[config.mk]
export PLATFORM = sky130hd
export DESIGN_NAME = user_edge_detect_multi
export DESIGN_NICKNAME = d
export VERILOG_FILES = /design/src/rtl/user_edge_detect_multi.sv
export SDC_FILE = /design/constraint.sdc
export NUM_CORES = 1
export LEC_CHECK = 0
export ABC_CLOCK_PERIOD_IN_PS = 9450
export BUFFER_PORTS_ARGS = -buffer_cell sky130_fd_sc_hd__buf_2
export CAP_MARGIN = 40
export CORE_ASPECT_RATIO = 0.75
export CORE_MARGIN = 10
export CORE_UTILIZATION = 35
export CTS_CLUSTER_SIZE = 28
export DETAILED_ROUTE_END_ITERATION = 16
export PLACE_DENSITY = 0.49
export SLEW_MARGIN = 10
export SYNTH_ARGS = -nofsm -noshare
export SYNTH_HDL_FRONTEND = slang
export SYNTH_SLANG_ARGS = --single-unit
[constraint.sdc]
create_clock -name clk_i -period 9.45 [get_ports clk_i]
set_input_delay 1.4175 -clock clk_i [delete_from_list [all_inputs] [get_ports clk_i]]
set_output_delay 1.4175 -clock clk_i [all_outputs]
set_load 0.03 [all_outputs]
[src/rtl/user_edge_detect_multi.sv]
// user_edge_detect_multi
//   Multi-channel edge detector behind a single OBI subordinate (4KB window).
//   Each channel synchronises an asynchronous input, detects rising/falling
//   edges per a 2-bit MODE field, latches a sticky PENDING bit and counts hits
//   in a saturating counter. irq_o is the OR of PENDING & IRQ_EN.
//
// Ports
//   clk_i, rst_i     clock, synchronous active-high reset
//   obi_req_i        request (always granted in the same cycle)
//   obi_we_i         write enable
//   obi_addr_i       byte address, bits [11:2] decoded
//   obi_wdata_i      write data
//   obi_be_i         byte enables (ignored, full-word access)
//   obi_gnt_o        grant
//   obi_rvalid_o     response valid, one cycle after grant
//   obi_rdata_o      response read data (0 for writes and errors)
//   obi_err_o        response error
//   edge_i           asynchronous monitored inputs
//   irq_o            level interrupt
//
// Register map (byte offsets)
//   0x000 MODE     RW    [2i+1:2i]: 00 off, 01 rise, 10 fall, 11 both
//   0x004 PENDING  RW1C
//   0x008 IRQ_EN   RW
//   0x00C LEVEL    RO    synchronised input levels
//   0x100+4i COUNT[i]    read: count, any write clears
module user_edge_detect_multi #(
    parameter int unsigned NumChannels = 8,
    parameter int unsigned CntWidth    = 16,
    parameter int unsigned SyncStages  = 2
) (
    input  logic                   clk_i,
    input  logic                   rst_i,
    input  logic                   obi_req_i,
    input  logic                   obi_we_i,
    input  logic [31:0]            obi_addr_i,
    input  logic [31:0]            obi_wdata_i,
    input  logic [3:0]             obi_be_i,
    output logic                   obi_gnt_o,
    output logic                   obi_rvalid_o,
    output logic [31:0]            obi_rdata_o,
    output logic                   obi_err_o,
    input  logic [NumChannels-1:0] edge_i,
    output logic                   irq_o
);

    localparam logic [9:0]          CntBase = 10'h040;
    localparam logic [CntWidth-1:0] CntMax  = '1;

    // Synchroniser chain; the last stage is the usable level.
    logic [SyncStages-1:0][NumChannels-1:0] sync_q;
    logic [NumChannels-1:0]                 prev_q;
    logic [NumChannels-1:0]                 level;
    logic [NumChannels-1:0]                 rise;
    logic [NumChannels-1:0]                 fall;
    logic [NumChannels-1:0]                 hit;

    logic [2*NumChannels-1:0] mode_q, mode_d;
    logic [NumChannels-1:0]   pending_q, pending_d;
    logic [NumChannels-1:0]   irq_en_q, irq_en_d;
    logic [CntWidth-1:0]      cnt_q [NumChannels];
    logic [CntWidth-1:0]      cnt_d [NumChannels];
    logic [CntWidth-1:0]      cnt_base [NumChannels];
    logic [NumChannels-1:0]   cnt_clr;

    logic        rvalid_q;
    logic        err_q, err_d;
    logic [31:0] rdata_q, rdata_d;

    logic [9:0]  idx;
    logic [9:0]  cnt_off;
    logic        is_cnt;

    logic        unused_bits;
    assign unused_bits = ^{obi_be_i, obi_addr_i[31:12], obi_addr_i[1:0], obi_wdata_i};

    assign level = sync_q[SyncStages-1];
    assign rise  = level & ~prev_q;
    assign fall  = ~level & prev_q;

    assign idx     = obi_addr_i[11:2];
    assign cnt_off = idx - CntBase;
    assign is_cnt  = (idx >= CntBase) && (idx < CntBase + 10'(NumChannels));

    assign obi_gnt_o    = obi_req_i;
    assign obi_rvalid_o = rvalid_q;
    assign obi_rdata_o  = rdata_q;
    assign obi_err_o    = err_q;
    assign irq_o        = |(pending_q & irq_en_q);

    // Hit selection uses the registered MODE, so a MODE write in the same
    // cycle as an edge only affects later cycles.
    always_comb begin
        hit = '0;
        for (int unsigned i = 0; i < NumChannels; i++) begin
            hit[i] = (mode_q[2*i] & rise[i]) | (mode_q[2*i+1] & fall[i]);
        end
    end

    // Bus decode and next-state.
    always_comb begin
        mode_d    = mode_q;
        pending_d = pending_q;
        irq_en_d  = irq_en_q;
        rdata_d   = '0;
        err_d     = 1'b0;
        cnt_clr   = '0;

        if (obi_req_i) begin
            case (idx)
                10'h000: begin
                    if (obi_we_i) mode_d = obi_wdata_i[2*NumChannels-1:0];
                    else          rdata_d = 32'(mode_q);
                end
                10'h001: begin
                    if (obi_we_i) pending_d = pending_q & ~obi_wdata_i[NumChannels-1:0];
                    else          rdata_d = 32'(pending_q);
                end
                10'h002: begin
                    if (obi_we_i) irq_en_d = obi_wdata_i[NumChannels-1:0];
                    else          rdata_d = 32'(irq_en_q);
                end
                10'h003: begin
                    if (obi_we_i) err_d = 1'b1;
                    else          rdata_d = 32'(level);
                end
                default: begin
                    if (is_cnt) begin
                        for (int unsigned i = 0; i < NumChannels; i++) begin
                            if (cnt_off == 10'(i)) begin
                                if (obi_we_i) cnt_clr[i] = 1'b1;
                                else          rdata_d = 32'(cnt_q[i]);
                            end
                        end
                    end else begin
                        err_d = 1'b1;
                    end
                end
            endcase
        end

        // Set wins over W1C.
        pending_d = pending_d | hit;

        // Clear is applied before the increment so a clear+hit leaves 1.
        for (int unsigned i = 0; i < NumChannels; i++) begin
            cnt_base[i] = cnt_clr[i] ? '0 : cnt_q[i];
            cnt_d[i]    = (hit[i] && (cnt_base[i] != CntMax)) ?
                          cnt_base[i] + CntWidth'(1) : cnt_base[i];
        end
    end

    always_ff @(posedge clk_i) begin
        if (rst_i) begin
            sync_q    <= '0;
            prev_q    <= '0;
            mode_q    <= '0;
            pending_q <= '0;
            irq_en_q  <= '0;
            rvalid_q  <= 1'b0;
            rdata_q   <= '0;
            err_q     <= 1'b0;
            for (int unsigned i = 0; i < NumChannels; i++) begin
                cnt_q[i] <= '0;
            end
        end else begin
            sync_q    <= {sync_q[SyncStages-2:0], edge_i};
            prev_q    <= level;
            mode_q    <= mode_d;
            pending_q <= pending_d;
            irq_en_q  <= irq_en_d;
            rvalid_q  <= obi_req_i;
            rdata_q   <= rdata_d;
            err_q     <= err_d;
            for (int unsigned i = 0; i < NumChannels; i++) begin
                cnt_q[i] <= cnt_d[i];
            end
        end
    end

endmodule
## After elaboration in Yosys (flattened, before gate mapping)

Memories as Yosys holds them, arrays and structs flattened.
Index checks and enable logic that the tools add are counted.
Widths: inputs -> output; s select.

- RAM bits: 128
- Word-level logic and storage cells: 166
- Input bits: 80
- Output and inout bits: 36
- Memories: 1
- Bits in registers: 90

Memories:

| name | words | bits a word | rd ports | clocked after Yosys merged registers in | wr ports | line | source |
|---|---|---|---|---|---|---|---|
| cnt_q | 8 | 16 | 8 | 0 | 8 | 61 | `logic [CntWidth-1:0] cnt_q [NumChannels];` |

- Reductions and logical operators: 17
- Bitwise logic cells: 41
- Mux-type cells: 69
- $add $sub $neg: 9
- Order comparisons: 2
- Eq/ne operators: 18

Operators with widths:

| kind | number |
|---|---|
| $mux 32 | 18 |
| $mux 16 | 27 |
| $add 16x1->16 const B | 8 |
| $ne 16x16->1 const B | 8 |
| $pmux 32 s4 | 1 |
| $mux 8 | 9 |
| $eq 10x2->1 const B | 4 |
| $eq 10x3->1 const B | 4 |
| $and 8x8->8 | 4 |
| $not 8->8 | 3 |
| $eq 10x1->1 const B | 2 |
| $logic_not 10->1 | 2 |
| $and 1x1->1 | 16 |
| $or 1x1->1 | 16 |
| $mux 1 | 13 |
| $ge 10x7->1 const B | 1 |
| $lt 10x7->1 const B | 1 |
| $sub 10x7->10 const B | 1 |
| $logic_and 1x1->1 | 9 |
| $or 8x8->8 | 1 |
| $reduce_or 8->1 | 1 |
| $reduce_and 3->1 | 2 |
| $reduce_or 4->1 | 1 |
| $reduce_or 3->1 | 1 |
| 3 further kinds | 3 |

## Logic depth before layout (Yosys ltp)

Gate-level depths: netlist of the first run.

- Depth in word-level cells: 22
- Gate-level depth with buffers: 13

## Least setup slack after synthesis of the first run

OpenSTA, ideal clock, no wires.

- Path kind: input to register
- Start point: in obi_addr_i[9]
- End point: mem cnt_q[0][11]
- Data arrival time: 4,407 ps
- Setup time: 117 ps
- Stages: 11
- Path slack: 4,926 ps
- Cells stage by stage: or4b_1 -> buf_6 -> nor4_1 -> nor2b_1 -> ha_1 -> and3_1 -> and3_1 -> a2111oi_1 -> nand4_1 -> xor2_1 -> nor2_1

RTL lines:

| what | line | source |
|---|---|---|
| start: declaration | 36 | `input logic [31:0] obi_addr_i,` |
| end: declaration | 61 |  |

==> out/summary.json, run 1 <==
{
  "reg2reg_to": {"value": "cnt_q[0][11]$_SDFF_PP0_"},
  "drt-initial-drc-count": {"value": 863},
  "synthCells": {"value": 1296},
  "placed_cells_incl_taps": {"value": 1695},
  "cts_inserted_buffers": {"value": 22},
  "async_flop_share": {"value": 0},
  "worst_setup_path_startpoint": {"value": "obi_addr_i[3]"},
  "report.final.hold_viol_count": {"value": 0},
  "die-width": {"value": 223, "unit": "µm"},
  "clk_latency": {"value": 540, "unit": "ps"},
  "via_count_of_the_first_global_routing_pass": {"value": 8832},
  "timing.critical_path.from_type": {"value": "primary input"},
  "global_route_wire_length_before_repair": {"value": 53900, "unit": "µm"},
  "fp-row-count": {"value": 55},
  "synth.yosys.warnings": {"value": 0},
  "fmaxAchievable": {"value": 0.192, "unit": "GHz"},
  "number_of_buffers_on_the_longest_clock_path": {"value": 3},
  "detailroute.via_count": {"value": 9487},
  "slew_violations": {"value": 0},
  "root_driver": {"value": "sky130_fd_sc_hd__clkbuf_16"},
  "core_region_area": {"value": 30300, "unit": "µm²"},
  "setup_viol_count_final": {"value": 0},
  "route.antenna.remaining_nets": {"value": 0},
  "regArea": {"value": 4040, "unit": "µm²"},
  "worst_ir_drop_vdd": {"value": 0.116, "unit": "mV"},
  "timing.max_slew.rel_slack": {"value": 0.384},
  "drt-total-wl": {"value": 35100, "unit": "µm"},
  "postSynth.topFlopCell": {"value": "sky130_fd_sc_hd__dfxtp_1"},
  "timing.setup.tns": {"value": 0, "unit": "ps"},
  "timing_worst_slew_pin_value": {"value": 916, "unit": "ps"},
  "synth_enable_flop_cells": {"value": 0},
  "worstPathMaxFanout": {"value": 49},
  "syn2layout_area_growth": {"value": 11.5, "unit": "%"},
  "number_of_post_cts_setup_repair_buffers": {"value": 0},
  "yosys.cell_types.count": {"value": 79},
  "antenna_found_initial": {"value": 1},
  "layout-drive-gt1-share": {"value": 0.115},
  "reg2reg_from": {"value": "cnt_q[0][1]$_SDFF_PP0_"},
  "post_synth.cell_area_avg": {"value": 8.37, "unit": "µm²"},
  "r2r_cells": {"value": 9},
  "timing.critical_path.arrival": {"value": 5650, "unit": "ps"},
  "dp_hpwl": {"value": 26100, "unit": "µm"},
  "grtUsageTotal": {"value": 0.177},
  "timing.final.crit_period": {"value": 5210, "unit": "ps"},
  "initial_standard_cell_utilization_of_the_core": {"value": 0.357},
  "fin_cells": {"value": 1732},
  "finalCritPeriodShare": {"value": 0.551},
  "route.detailed.vias_per_inst": {"value": 5.48},
  "critical_path_class": {"value": "in2reg"},
  "crit_end": {"value": "cnt_q[1][15]$_SDFF_PP0_"},
  "chipHeight": {"value": 172, "unit": "µm"},
  "yosys_register_bits": {"value": 202},
  "syn-cell-area": {"value": 10800, "unit": "µm²"},
  "tritoncts": {"value": "yes"},
  "synth.yosys.seq_area_share": {"value": 0.373},
  "remaining_drc_errors": {"value": 0},
  "io_buffer_count": {"value": 57},
  "status": {"value": "finished, final reports clean"},
  "grt_max_degree": {"value": 63},
  "total_leakage_power": {"value": 4.37, "unit": "nW"},
  "final.setup_skew": {"value": 23.8, "unit": "ps"},
  "endpoint_kind": {"value": "register"},
  "grt_setup_unrepaired": {"value": "false"},
  "drt_wl_cell": {"value": 20.3, "unit": "µm"},
  "multiInputGateArea": {"value": 6340, "unit": "µm²"},
  "grt_overflow": {"value": 0},
  "power_per_cell_area": {"value": 149, "unit": "nW/µm²"},
  "cts-htree-levels": {"value": 1},
  "dr.pass1.iters": {"value": 5},
  "min_delay_path_class": {"value": "reg2reg"},
  "setup_slack": {"value": 4240, "unit": "ps"},
  "globalplace.congestion": {"value": 0.898},
  "finish.net_count": {"value": 1408},
  "detailedPlace.worstSlack": {"value": 3790, "unit": "ps"},
  "worst-endpoint-required": {"value": 9890, "unit": "ps"},
  "io_pins": {"value": 116},
  "maxCapViolCount": {"value": 0},
  "worst_setup_hold_path_clk_slew": {"value": 60, "unit": "ps"},
  "ctsHoldBuffers": {"value": 0},
  "n_antenna_cell": {"value": 0},
  "clock_sinks": {"value": 202},
  "rrSetupSlack": {"value": 7000, "unit": "ps"},
  "dieArea": {"value": 38500, "unit": "µm²"},
  "post_cts_resize_count": {"value": 0},
  "holdWs": {"value": 435, "unit": "ps"},
  "layout_fillers": {"value": 3042}
}
==> cell usage after synthesis, types with 19 or more instances <==
cell	n	area (µm²)
sky130_fd_sc_hd__dfxtp_1	202	4040
sky130_fd_sc_hd__nor2b_1	30	188
sky130_fd_sc_hd__o21ai_0	28	140
sky130_fd_sc_hd__nand2_1	120	450
sky130_fd_sc_hd__clkbuf_1	53	199
sky130_fd_sc_hd__xor2_1	60	526
sky130_fd_sc_hd__and3_1	20	125
sky130_fd_sc_hd__and2_1	23	144
sky130_fd_sc_hd__nand4_1	39	244
sky130_fd_sc_hd__a21oi_1	60	300
sky130_fd_sc_hd__inv_1	25	93.8
sky130_fd_sc_hd__mux2i_1	27	270
sky130_fd_sc_hd__xnor2_1	44	385
sky130_fd_sc_hd__nand3_1	56	280
sky130_fd_sc_hd__buf_4	19	143
sky130_fd_sc_hd__nor2_1	181	679
sky130_fd_sc_hd__a22oi_1	32	240
==> sequential cells by signal (all words and copies together) (netlist names), 8 cells and up <==
| signal | flops |
|---|---|
| level | 8 |
| sync_q | 8 |
| prev_q | 8 |
| mode_q | 16 |
| irq_en_q | 8 |
| cnt_q | 128 |
| pending_q | 8 |
| obi_rdata_o | 16 |
==> critical path, cell delays in order <==
cell and delay, ps:
sky130_fd_sc_hd__buf_2 100, sky130_fd_sc_hd__buf_4 290, sky130_fd_sc_hd__or4b_1 920, sky130_fd_sc_hd__nor3_4 750, sky130_fd_sc_hd__nand2_1 390, sky130_fd_sc_hd__and2_1 300, sky130_fd_sc_hd__ha_1 210, sky130_fd_sc_hd__nand3_1 120
sky130_fd_sc_hd__nor4_1 80, sky130_fd_sc_hd__a21boi_1 430, sky130_fd_sc_hd__nand3_1 140, sky130_fd_sc_hd__or3_1 330, sky130_fd_sc_hd__a21oi_1 140
==> kinds of logic after synthesis <==
group	after synthesis	synth area share
and+or+nand+nor	574	0.268
AOI/OAI and AO/OA	248	0.165
DFF	202	0.373
buffers and inverters	113	0.0482
xor gates and xnor gates	104	0.0840
muxes	46	0.0529
adders and majority gates	8	0.00923
other	1	0.000346
==> layout by cell type (no fill, tap or decap), drive strengths merged, types with 5 or more instances in the layout <==
master,n
nand3b,15
xor2,60
o22ai,15
nor4,12
a31oi,11
ha,8
inv,25
nor3,19
and3,20
and4,9
mux2i,27
buf,72
o21ai,28
and2,24
a221oi,14
nor2b,30
a2111oi,7
o211ai,12
nand2,120
o32ai,8
or3,7
mux2,11
o31ai,10
conb,16
a22oi,35
a21o,15
a211oi,8
dfxtp,202
nand2b,13
nor2,182
nand4,39
nand3,56
clkbuf,33
nor3b,5
mux4,8
xnor2,44
a21oi,60
==> area by class of cell <==
type,count,share of cell area
Clock inverter,4,0.00466
Sequential cell,202,0.334
Tap cell,399,0.0413
Clock buffer,33,0.0531
Timing Repair Buffer,72,0.0340
Multi-Input combinational cell,996,0.524
Inverter,26,0.00807
==> where the power goes <==
group          total, mW  leakage [nW]  internal, mW  switching, mW
registers          0.859          1.63         0.856        0.00283
logic             0.0884          2.40        0.0244         0.0640
clock network      0.860         0.343         0.495          0.365
total               1.81          4.37          1.38          0.432
==> routing by layer <==
layer,track usage,part of all wire,up-vias
met5,0,0,-
met1,0.269,0.51,4487
li1,-,-,4646
met4,0.0416,0.022,0
met2,0.240,0.39,314
met3,0.0398,0.075,40
==> per-stage QoR <==
stage	cell area (µm²)	power, mW	utilization
floorplan	10900	0.939	-
global placement	11300	0.963	0.374
global route	12100	1.86	0.398
CTS	12100	1.82	0.398
finish	12100	1.81	0.398
detailed placement	11400	0.965	0.375
==> how the worst min path moves through the flow <==
stage,start,endpoint,slack (ps),cells past startpoint
after floorplan,sync_q[0]$_SDFF_PP0_,level[0]$_SDFF_PP0_,410,1
after global placement,sync_q[5]$_SDFF_PP0_,level[5]$_SDFF_PP0_,420,1
after detailed placement,sync_q[1]$_SDFF_PP0_,level[1]$_SDFF_PP0_,420,1
after CTS,sync_q[1]$_SDFF_PP0_,level[1]$_SDFF_PP0_,440,1
after global routing,sync_q[1]$_SDFF_PP0_,level[1]$_SDFF_PP0_,450,1
final,sync_q[1]$_SDFF_PP0_,level[1]$_SDFF_PP0_,440,1
No activity file was read; power rests on OpenSTA's default activity.
==> inputs of run 2 (changes only) <==
Settings changed: ABC_CLOCK_PERIOD_IN_PS 9450 to 4500, PLACE_DENSITY 0.49 to 0.51.
Clock period 9.45 ns to 4.5 ns, I/O delays scaled along.
==> out/summary.json, run 2 (synthesis gave the netlist of run 1 again) <==
{
  "dr.pass1.iters": {"value": 5, "change": "unchanged"},
  "grtUsageTotal": {"value": 0.177, "change": "+0.000711"},
  "most_frequent_cells_in_the_layout": {"value": "202 x sky130_fd_sc_hd__dfxtp_1, 181 x sky130_fd_sc_hd__nor2_1, 120 x sky130_fd_sc_hd__nand2_1, 60 x sky130_fd_sc_hd__a21oi_1, 60 x sky130_fd_sc_hd__xor2_1"},
  "endpoint_kind": {"value": "register"},
  "io_buffer_count": {"value": 57, "change": "unchanged"},
  "grt_setup_unrepaired": {"value": "false"},
  "io_pins": {"value": 116, "change": "unchanged"},
  "initial_standard_cell_utilization_of_the_core": {"value": 0.357, "change": "unchanged"},
  "grt_max_degree": {"value": 58, "change": "-7.9%"},
  "worst_setup_hold_path_clk_slew": {"value": 70, "unit": "ps", "change": "about the same"},
  "setup_viol_count_final": {"value": 0, "change": "unchanged"},
  "min_delay_path_class": {"value": "in2reg"},
  "worstPathMaxFanout": {"value": 8, "change": "-84%"},
  "timing.critical_path.arrival": {"value": 3760, "unit": "ps", "change": "-1890 ps"},
  "number_of_buffers_on_the_longest_clock_path": {"value": 3, "change": "unchanged"},
  "via_count_of_the_first_global_routing_pass": {"value": 8836, "change": "+0.045%"},
  "status": {"value": "finished, final reports clean"},
  "timing.setup.tns": {"value": 0, "unit": "ps", "change": "unchanged"},
  "timing.final.crit_period": {"value": 3310, "unit": "ps"},
  "critical_path_class": {"value": "in2reg"},
  "number_of_post_cts_setup_repair_buffers": {"value": 0, "change": "unchanged"},
  "global_route_wire_length_before_repair": {"value": 54100, "unit": "µm", "change": "+0.45%"},
  "globalplace.congestion": {"value": 0.920, "change": "+2.4%"},
  "final.setup_skew": {"value": 23.5, "unit": "ps", "change": "-0.283 ps"},
  "post_cts_resize_count": {"value": 0, "change": "unchanged"},
  "clk_latency": {"value": 540, "unit": "ps", "change": "about the same"},
  "worstHoldPathCells": {"value": 2, "change": "+1"},
  "syn2layout_area_growth": {"value": 13.6, "unit": "%"},
  "route.antenna.remaining_nets": {"value": 0, "change": "unchanged"},
  "detailedPlace.worstSlack": {"value": 670, "unit": "ps", "change": "-3120 ps"},
  "setup_slack": {"value": 1190, "unit": "ps", "change": "-3060 ps"},
  "timing.critical_path.from_type": {"value": "primary input"},
  "ctsHoldBuffers": {"value": 0, "change": "unchanged"},
  "tritoncts": {"value": "yes"},
  "cts-htree-levels": {"value": 1, "change": "unchanged"},
  "drt_wl_cell": {"value": 20.2, "unit": "µm", "change": "-0.33%"},
  "finalCritPeriodShare": {"value": 0.736},
  "dp_hpwl": {"value": 26800, "unit": "µm", "change": "+2.7%"},
  "stdcell_area": {"value": 12300, "unit": "µm²", "change": "+1.9%"},
  "worst-endpoint-required": {"value": 4950, "unit": "ps", "change": "-4940 ps"},
  "antenna_found_initial": {"value": 0, "change": "-1"},
  "regMostFlops": {"value": "cnt_q"},
  "clock_sinks": {"value": 202, "change": "unchanged"},
  "fp-row-count": {"value": 55, "change": "unchanged"},
  "cts_inserted_buffers": {"value": 22, "change": "unchanged"},
  "power_per_cell_area": {"value": 326, "unit": "nW/µm²", "change": "+120%"},
  "report.final.hold_viol_count": {"value": 0, "change": "unchanged"},
  "timing_worst_slew_pin_value": {"value": 911, "unit": "ps", "change": "-4.85 ps"},
  "post_dp_cell_area": {"value": 11500, "unit": "µm²", "change": "+0.90%"},
  "maxCapViolCount": {"value": 0, "change": "unchanged"},
  "total_leakage_power": {"value": 4.49, "unit": "nW", "change": "+2.8%"},
  "reg2reg_from": {"value": "cnt_q[1][17]$_SDFF_PP0_"},
  "worst_ir_drop_vdd": {"value": 0.264, "unit": "mV", "change": "+130%"},
  "worst_hold_path.endpoint": {"value": "sync_q[2]$_SDFF_PP0_"},
  "dieArea": {"value": 38500, "unit": "µm²", "change": "unchanged"},
  "die-width": {"value": 223, "unit": "µm", "change": "unchanged"},
  "final_common_cell": {"value": "sky130_fd_sc_hd__dfxtp_1"},
  "fmaxAchievable": {"value": 0.302, "unit": "GHz"},
  "drt-initial-drc-count": {"value": 897, "change": "+3.9%"},
  "route.detailed.vias_per_inst": {"value": 5.45, "change": "-0.44%"},
  "slew_violations": {"value": 0, "change": "unchanged"},
  "largest_reg_flops": {"value": 128, "change": "unchanged"},
  "r2r_cells": {"value": 8, "change": "-1"},
  "core_region_area": {"value": 30300, "unit": "µm²", "change": "unchanged"},
  "remaining_drc_errors": {"value": 0, "change": "unchanged"},
  "drt-total-wl": {"value": 35400, "unit": "µm", "change": "+0.82%"},
  "chipHeight": {"value": 172, "unit": "µm", "change": "unchanged"},
  "finish.net_count": {"value": 1424, "change": "+1.1%"},
  "placed_cells_incl_taps": {"value": 1711, "change": "+0.94%"},
  "rrSetupSlack": {"value": 2080, "unit": "ps", "change": "-4920 ps"},
  "worst_setup_path_startpoint": {"value": "obi_addr_i[9]"},
  "min-delay-start": {"value": "edge_i[2]"},
  "detailroute.via_count": {"value": 9554, "change": "+0.71%"},
  "total_power": {"value": 4.02, "unit": "mW", "change": "+120%"},
  "root_driver": {"value": "sky130_fd_sc_hd__clkbuf_16"},
  "timing.max_slew.rel_slack": {"value": 0.387, "change": "+0.00326"},
  "layout-drive-gt1-share": {"value": 0.131, "change": "+0.0161"},
  "grt_overflow": {"value": 0, "change": "unchanged"},
  "fin_cells": {"value": 1752, "change": "+1.2%"},
  "reg2reg_to": {"value": "cnt_q[1][31]$_SDFF_PP0_"}
}
run 2: metrics by stage:
stage	util	hold slack [ps]
after CTS	0.406	331
after global routing	0.406	346
after floorplan	-	414
after detailed placement	0.379	420
final	0.406	346
after global placement	0.379	418
run 2: power breakdown:
group          leakage [nW]  internal (mW)  switching, mW
registers              1.63           1.80        0.00589
clock network         0.394           1.24          0.796
logic                  2.47         0.0513          0.135
total                  4.49           3.09          0.936
run 2: worst max-delay path by stage:
| stage | end | slack, ps | depth (start not counted) |
|---|---|---|---|
| 2_1_floorplan | cnt_q[0][11]$_SDFF_PP0_ | 720 | 11 |
| 3_3_place_gp | cnt_q[1][15]$_SDFF_PP0_ | 680 | 12 |
| 3_5_place_dp | cnt_q[1][15]$_SDFF_PP0_ | 670 | 12 |
| 4_1_cts | cnt_q[1][15]$_SDFF_PP0_ | 1200 | 12 |
| 5_1_grt | cnt_q[0][11]$_SDFF_PP0_ | 980 | 13 |
| 6_report | cnt_q[1][15]$_SDFF_PP0_ | 1190 | 12 |
run 2: cell type report:
| cell class | instances | area (µm²) |
|---|---|---|
| Clock inverter | 11 | 184 |
| Sequential cell | 202 | 4040 |
| Tap cell | 399 | 499 |
| Clock buffer | 29 | 637 |
| Antenna cell | 1 | 2.50 |
| Timing Repair Buffer | 88 | 520 |
| Fill cell | 3076 | 18000 |
| Multi-Input combinational cell | 996 | 6340 |
| Inverter | 26 | 97.6 |
run 2: critical path, stage by stage:
cell	delay [ps]
sky130_fd_sc_hd__buf_2	120
sky130_fd_sc_hd__or4b_1	740
sky130_fd_sc_hd__nor3_4	280
sky130_fd_sc_hd__nand2_1	230
sky130_fd_sc_hd__and2_1	260
sky130_fd_sc_hd__ha_1	190
sky130_fd_sc_hd__nand3_1	120
sky130_fd_sc_hd__nor4_1	90
sky130_fd_sc_hd__a21boi_1	430
sky130_fd_sc_hd__nand3_1	150
sky130_fd_sc_hd__or3_1	340
sky130_fd_sc_hd__a21oi_1	140
run 2: layer usage:
layer  track usage  wire, µm  up-vias
li1              -         -     4696
met1         0.277     18300     4545
met2         0.241     13900      270
met3        0.0329      2610       43
met4        0.0352       656        0
met5             0         0        -
==> inputs of run 3 (changes only) <==
Settings changed: ABC_CLOCK_PERIOD_IN_PS 4500 to 2690.
Clock period 4.5 ns to 2.69 ns, I/O delays scaled along.
==> out/summary.json, run 3 (synthesis gave the netlist of run 1 again) <==
{
  "slew_violations": {"value": 0, "change": "unchanged"},
  "setup_viol_count_final": {"value": 0, "change": "unchanged"},
  "cts_inserted_buffers": {"value": 23, "change": "+4.5%"},
  "regMostFlops": {"value": "cnt_q"},
  "timing.max_slew.rel_slack": {"value": 0.517, "change": "+0.130"},
  "crit_path_frequent_cell": {"value": "sky130_fd_sc_hd__buf_6"},
  "post_dp_cell_area": {"value": 12700, "unit": "µm²", "change": "+10%"},
  "worst_setup_hold_path_clk_slew": {"value": 60, "unit": "ps", "change": "about the same"},
  "clock_sinks": {"value": 202, "change": "unchanged"},
  "fin_cells": {"value": 1879, "change": "+7.2%"},
  "worstPathMaxFanout": {"value": 8, "change": "unchanged"},
  "global_route_wire_length_before_repair": {"value": 56100, "unit": "µm", "change": "+3.7%"},
  "antenna_found_initial": {"value": 1, "change": "+1"},
  "number_of_buffers_on_the_longest_clock_path": {"value": 3, "change": "unchanged"},
  "core_region_area": {"value": 30300, "unit": "µm²", "change": "unchanged"},
  "timing.setup.tns": {"value": 0, "unit": "ps", "change": "unchanged"},
  "reg2reg_to": {"value": "cnt_q[1][12]$_SDFF_PP0_"},
  "crit_end": {"value": "cnt_q[1][15]$_SDFF_PP0_"},
  "drt-total-wl": {"value": 36700, "unit": "µm", "change": "+3.5%"},
  "placed_cells_incl_taps": {"value": 1837, "change": "+7.4%"},
  "fmaxAchievable": {"value": 0.387, "unit": "GHz"},
  "grt_overflow": {"value": 0, "change": "unchanged"},
  "via_count_of_the_first_global_routing_pass": {"value": 9350, "change": "+5.8%"},
  "detailroute.via_count": {"value": 10100, "change": "+5.8%"},
  "setup_slack": {"value": 108, "unit": "ps", "change": "-1080 ps"},
  "largest_reg_flops": {"value": 128, "change": "unchanged"},
  "remaining_drc_errors": {"value": 0, "change": "unchanged"},
  "io_pins": {"value": 116, "change": "unchanged"},
  "dp_hpwl": {"value": 28600, "unit": "µm", "change": "+6.7%"},
  "dr.pass1.iters": {"value": 8, "change": "+3"},
  "drt-initial-drc-count": {"value": 1026, "change": "+14%"},
  "final.setup_skew": {"value": 22.3, "unit": "ps", "change": "-1.16 ps"},
  "endpoint_kind": {"value": "register"},
  "detailedPlace.worstSlack": {"value": -427, "unit": "ps", "change": "-1100 ps"},
  "total_leakage_power": {"value": 5.13, "unit": "nW", "change": "+14%"},
  "most_frequent_cells_in_the_layout": {"value": "202 x sky130_fd_sc_hd__dfxtp_1, 180 x sky130_fd_sc_hd__nor2_1, 151 x sky130_fd_sc_hd__buf_4, 119 x sky130_fd_sc_hd__nand2_1, 60 x sky130_fd_sc_hd__xor2_1"},
  "finish.net_count": {"value": 1553, "change": "+9.1%"},
  "die-width": {"value": 223, "unit": "µm", "change": "unchanged"},
  "route.detailed.vias_per_inst": {"value": 5.38, "change": "-1.3%"},
  "timing.final.crit_period": {"value": 2580, "unit": "ps"},
  "timing_worst_slew_pin_value": {"value": 716, "unit": "ps", "change": "-196 ps"},
  "rrSetupSlack": {"value": 320, "unit": "ps", "change": "-1760 ps"},
  "stdcell_area": {"value": 13500, "unit": "µm²", "change": "+9.4%"},
  "clk_latency": {"value": 530, "unit": "ps", "change": "about the same"},
  "cts-htree-levels": {"value": 1, "change": "unchanged"},
  "root_driver": {"value": "sky130_fd_sc_hd__clkbuf_16"},
  "timing.critical_path.from_type": {"value": "primary input"},
  "report.final.hold_viol_count": {"value": 0, "change": "unchanged"},
  "tritoncts": {"value": "yes"},
  "path_cells": {"value": "buf_2 -> or4b_4 -> buf_6 -> buf_6 -> nor3_4 -> buf_6 -> nand2_2 -> and2_4 -> ha_2 -> nand3_2 -> nor4_2 -> a21boi_2 -> nand3_1 -> or3_1 -> a21oi_2"},
  "grt_max_degree": {"value": 68, "change": "+17%"},
  "layout_fillers": {"value": 3008, "change": "-2.2%"},
  "layout-drive-gt1-share": {"value": 0.222, "change": "+0.0915"},
  "worst_ir_drop_vdd": {"value": 0.390, "unit": "mV", "change": "+48%"},
  "timing.critical_path.arrival": {"value": 3020, "unit": "ps", "change": "-740 ps"},
  "status": {"value": "finished, final reports clean"},
  "finalCritPeriodShare": {"value": 0.960},
  "min_delay_path_class": {"value": "in2reg"},
  "drt_wl_cell": {"value": 19.5, "unit": "µm", "change": "-3.5%"},
  "worst-endpoint-required": {"value": 3130, "unit": "ps", "change": "-1820 ps"},
  "grtUsageTotal": {"value": 0.185, "change": "+0.00752"},
  "critPathSlowestCell": {"value": "sky130_fd_sc_hd__or4b_4"},
  "reg2reg_from": {"value": "cnt_q[1][1]$_SDFF_PP0_"},
  "io_buffer_count": {"value": 57, "change": "unchanged"},
  "critical_path_class": {"value": "in2reg"},
  "ctsHoldBuffers": {"value": 0, "change": "unchanged"},
  "chipHeight": {"value": 172, "unit": "µm", "change": "unchanged"},
  "initial_standard_cell_utilization_of_the_core": {"value": 0.357, "change": "unchanged"},
  "syn2layout_area_growth": {"value": 24.2, "unit": "%"},
  "grt_setup_unrepaired": {"value": "false"},
  "final_common_cell": {"value": "sky130_fd_sc_hd__dfxtp_1"},
  "route.antenna.remaining_nets": {"value": 0, "change": "unchanged"},
  "fp-row-count": {"value": 55, "change": "unchanged"},
  "worst_path_largest_cell_delay": {"value": 580, "unit": "ps", "change": "-160 ps"},
  "power_per_cell_area": {"value": 485, "unit": "nW/µm²", "change": "+49%"},
  "dieArea": {"value": 38500, "unit": "µm²", "change": "unchanged"},
  "r2r_cells": {"value": 9, "change": "+1"},
  "worst_setup_path_startpoint": {"value": "obi_addr_i[9]"},
  "maxCapViolCount": {"value": 0, "change": "unchanged"},
  "globalplace.congestion": {"value": 0.896, "change": "-2.7%"}
}
-- run 3: cell types whose count changed in the layout (fill, tap and decap cells not counted), sizes merged --
| cell | previous run | this run |
|---|---|---|
| buf | 88 | 215 |
| clkbuf | 29 | 33 |
| bufinv | 4 | 2 |
| inv | 27 | 25 |
| clkdlybuf4s18 | 0 | 1 |
| clkinvlp | 3 | 2 |
-- run 3: metal layers --
| layer | track usage | vias up | part of all wire |
|---|---|---|---|
| met5 | 0 | - | 0 |
| met4 | 0.0390 | 0 | 0.019 |
| met3 | 0.0332 | 43 | 0.073 |
| met2 | 0.254 | 286 | 0.40 |
| met1 | 0.286 | 4820 | 0.51 |
| li1 | - | 4962 | - |
-- run 3: power breakdown --
part | total, mW | switching [mW] | internal [mW] | leakage, nW
Sequential | 3.02 | 0.0102 | 3.01 | 1.63
Clock | 3.15 | 1.28 | 1.87 | 0.356
Combinational | 0.369 | 0.241 | 0.128 | 3.14
-- run 3: layout make-up --
type	instances	area [µm²]	share of cell area
diodes	1	2.50	0.000186
clock buffers	33	653	0.0485
clock inverters	6	85.1	0.00631
inverters	26	97.6	0.00724
multi-input cells	996	6540	0.485
flip-flops and latches	202	4040	0.300
well taps	399	499	0.0370
repair buffers	216	1560	0.116
-- run 3: worst max-delay path, delay by kind of cell --
kind	cells	cell delay (ps)
simple gates	8	1570
fa+ha+maj	1	180
buf+inv	4	530
compound gates	2	330
-- run 3: per-stage QoR --
step           utilization  total power [mW]  hold slack, ps
5_1_grt              0.444              6.76            76.6
3_5_place_dp         0.418              3.45             425
2_1_floorplan            -              3.31             414
6_report             0.444              6.54            83.0
4_1_cts              0.442              6.61            65.9
3_3_place_gp         0.418              3.44             417
-- run 3: worst min-delay path by stage --
stage          cells after the start                    to                 start  slack, ps
4_1_cts                            2  sync_q[2]$_SDFF_PP0_             edge_i[2]         70
3_3_place_gp                       1   level[1]$_SDFF_PP0_  sync_q[1]$_SDFF_PP0_        420
5_1_grt                            2  sync_q[7]$_SDFF_PP0_             edge_i[7]         80
6_report                           2  sync_q[2]$_SDFF_PP0_             edge_i[2]         80
2_1_floorplan                      1   level[0]$_SDFF_PP0_  sync_q[0]$_SDFF_PP0_        410
3_5_place_dp                       1   level[2]$_SDFF_PP0_  sync_q[2]$_SDFF_PP0_        430
-- run 3: what timing repair did --
| action | CTS | global route |
|---|---|---|
| setup endpoints to repair | 0 | 7 |
| gates resized for setup | 0 | 9 |
| setup buffers | 0 | 2 |
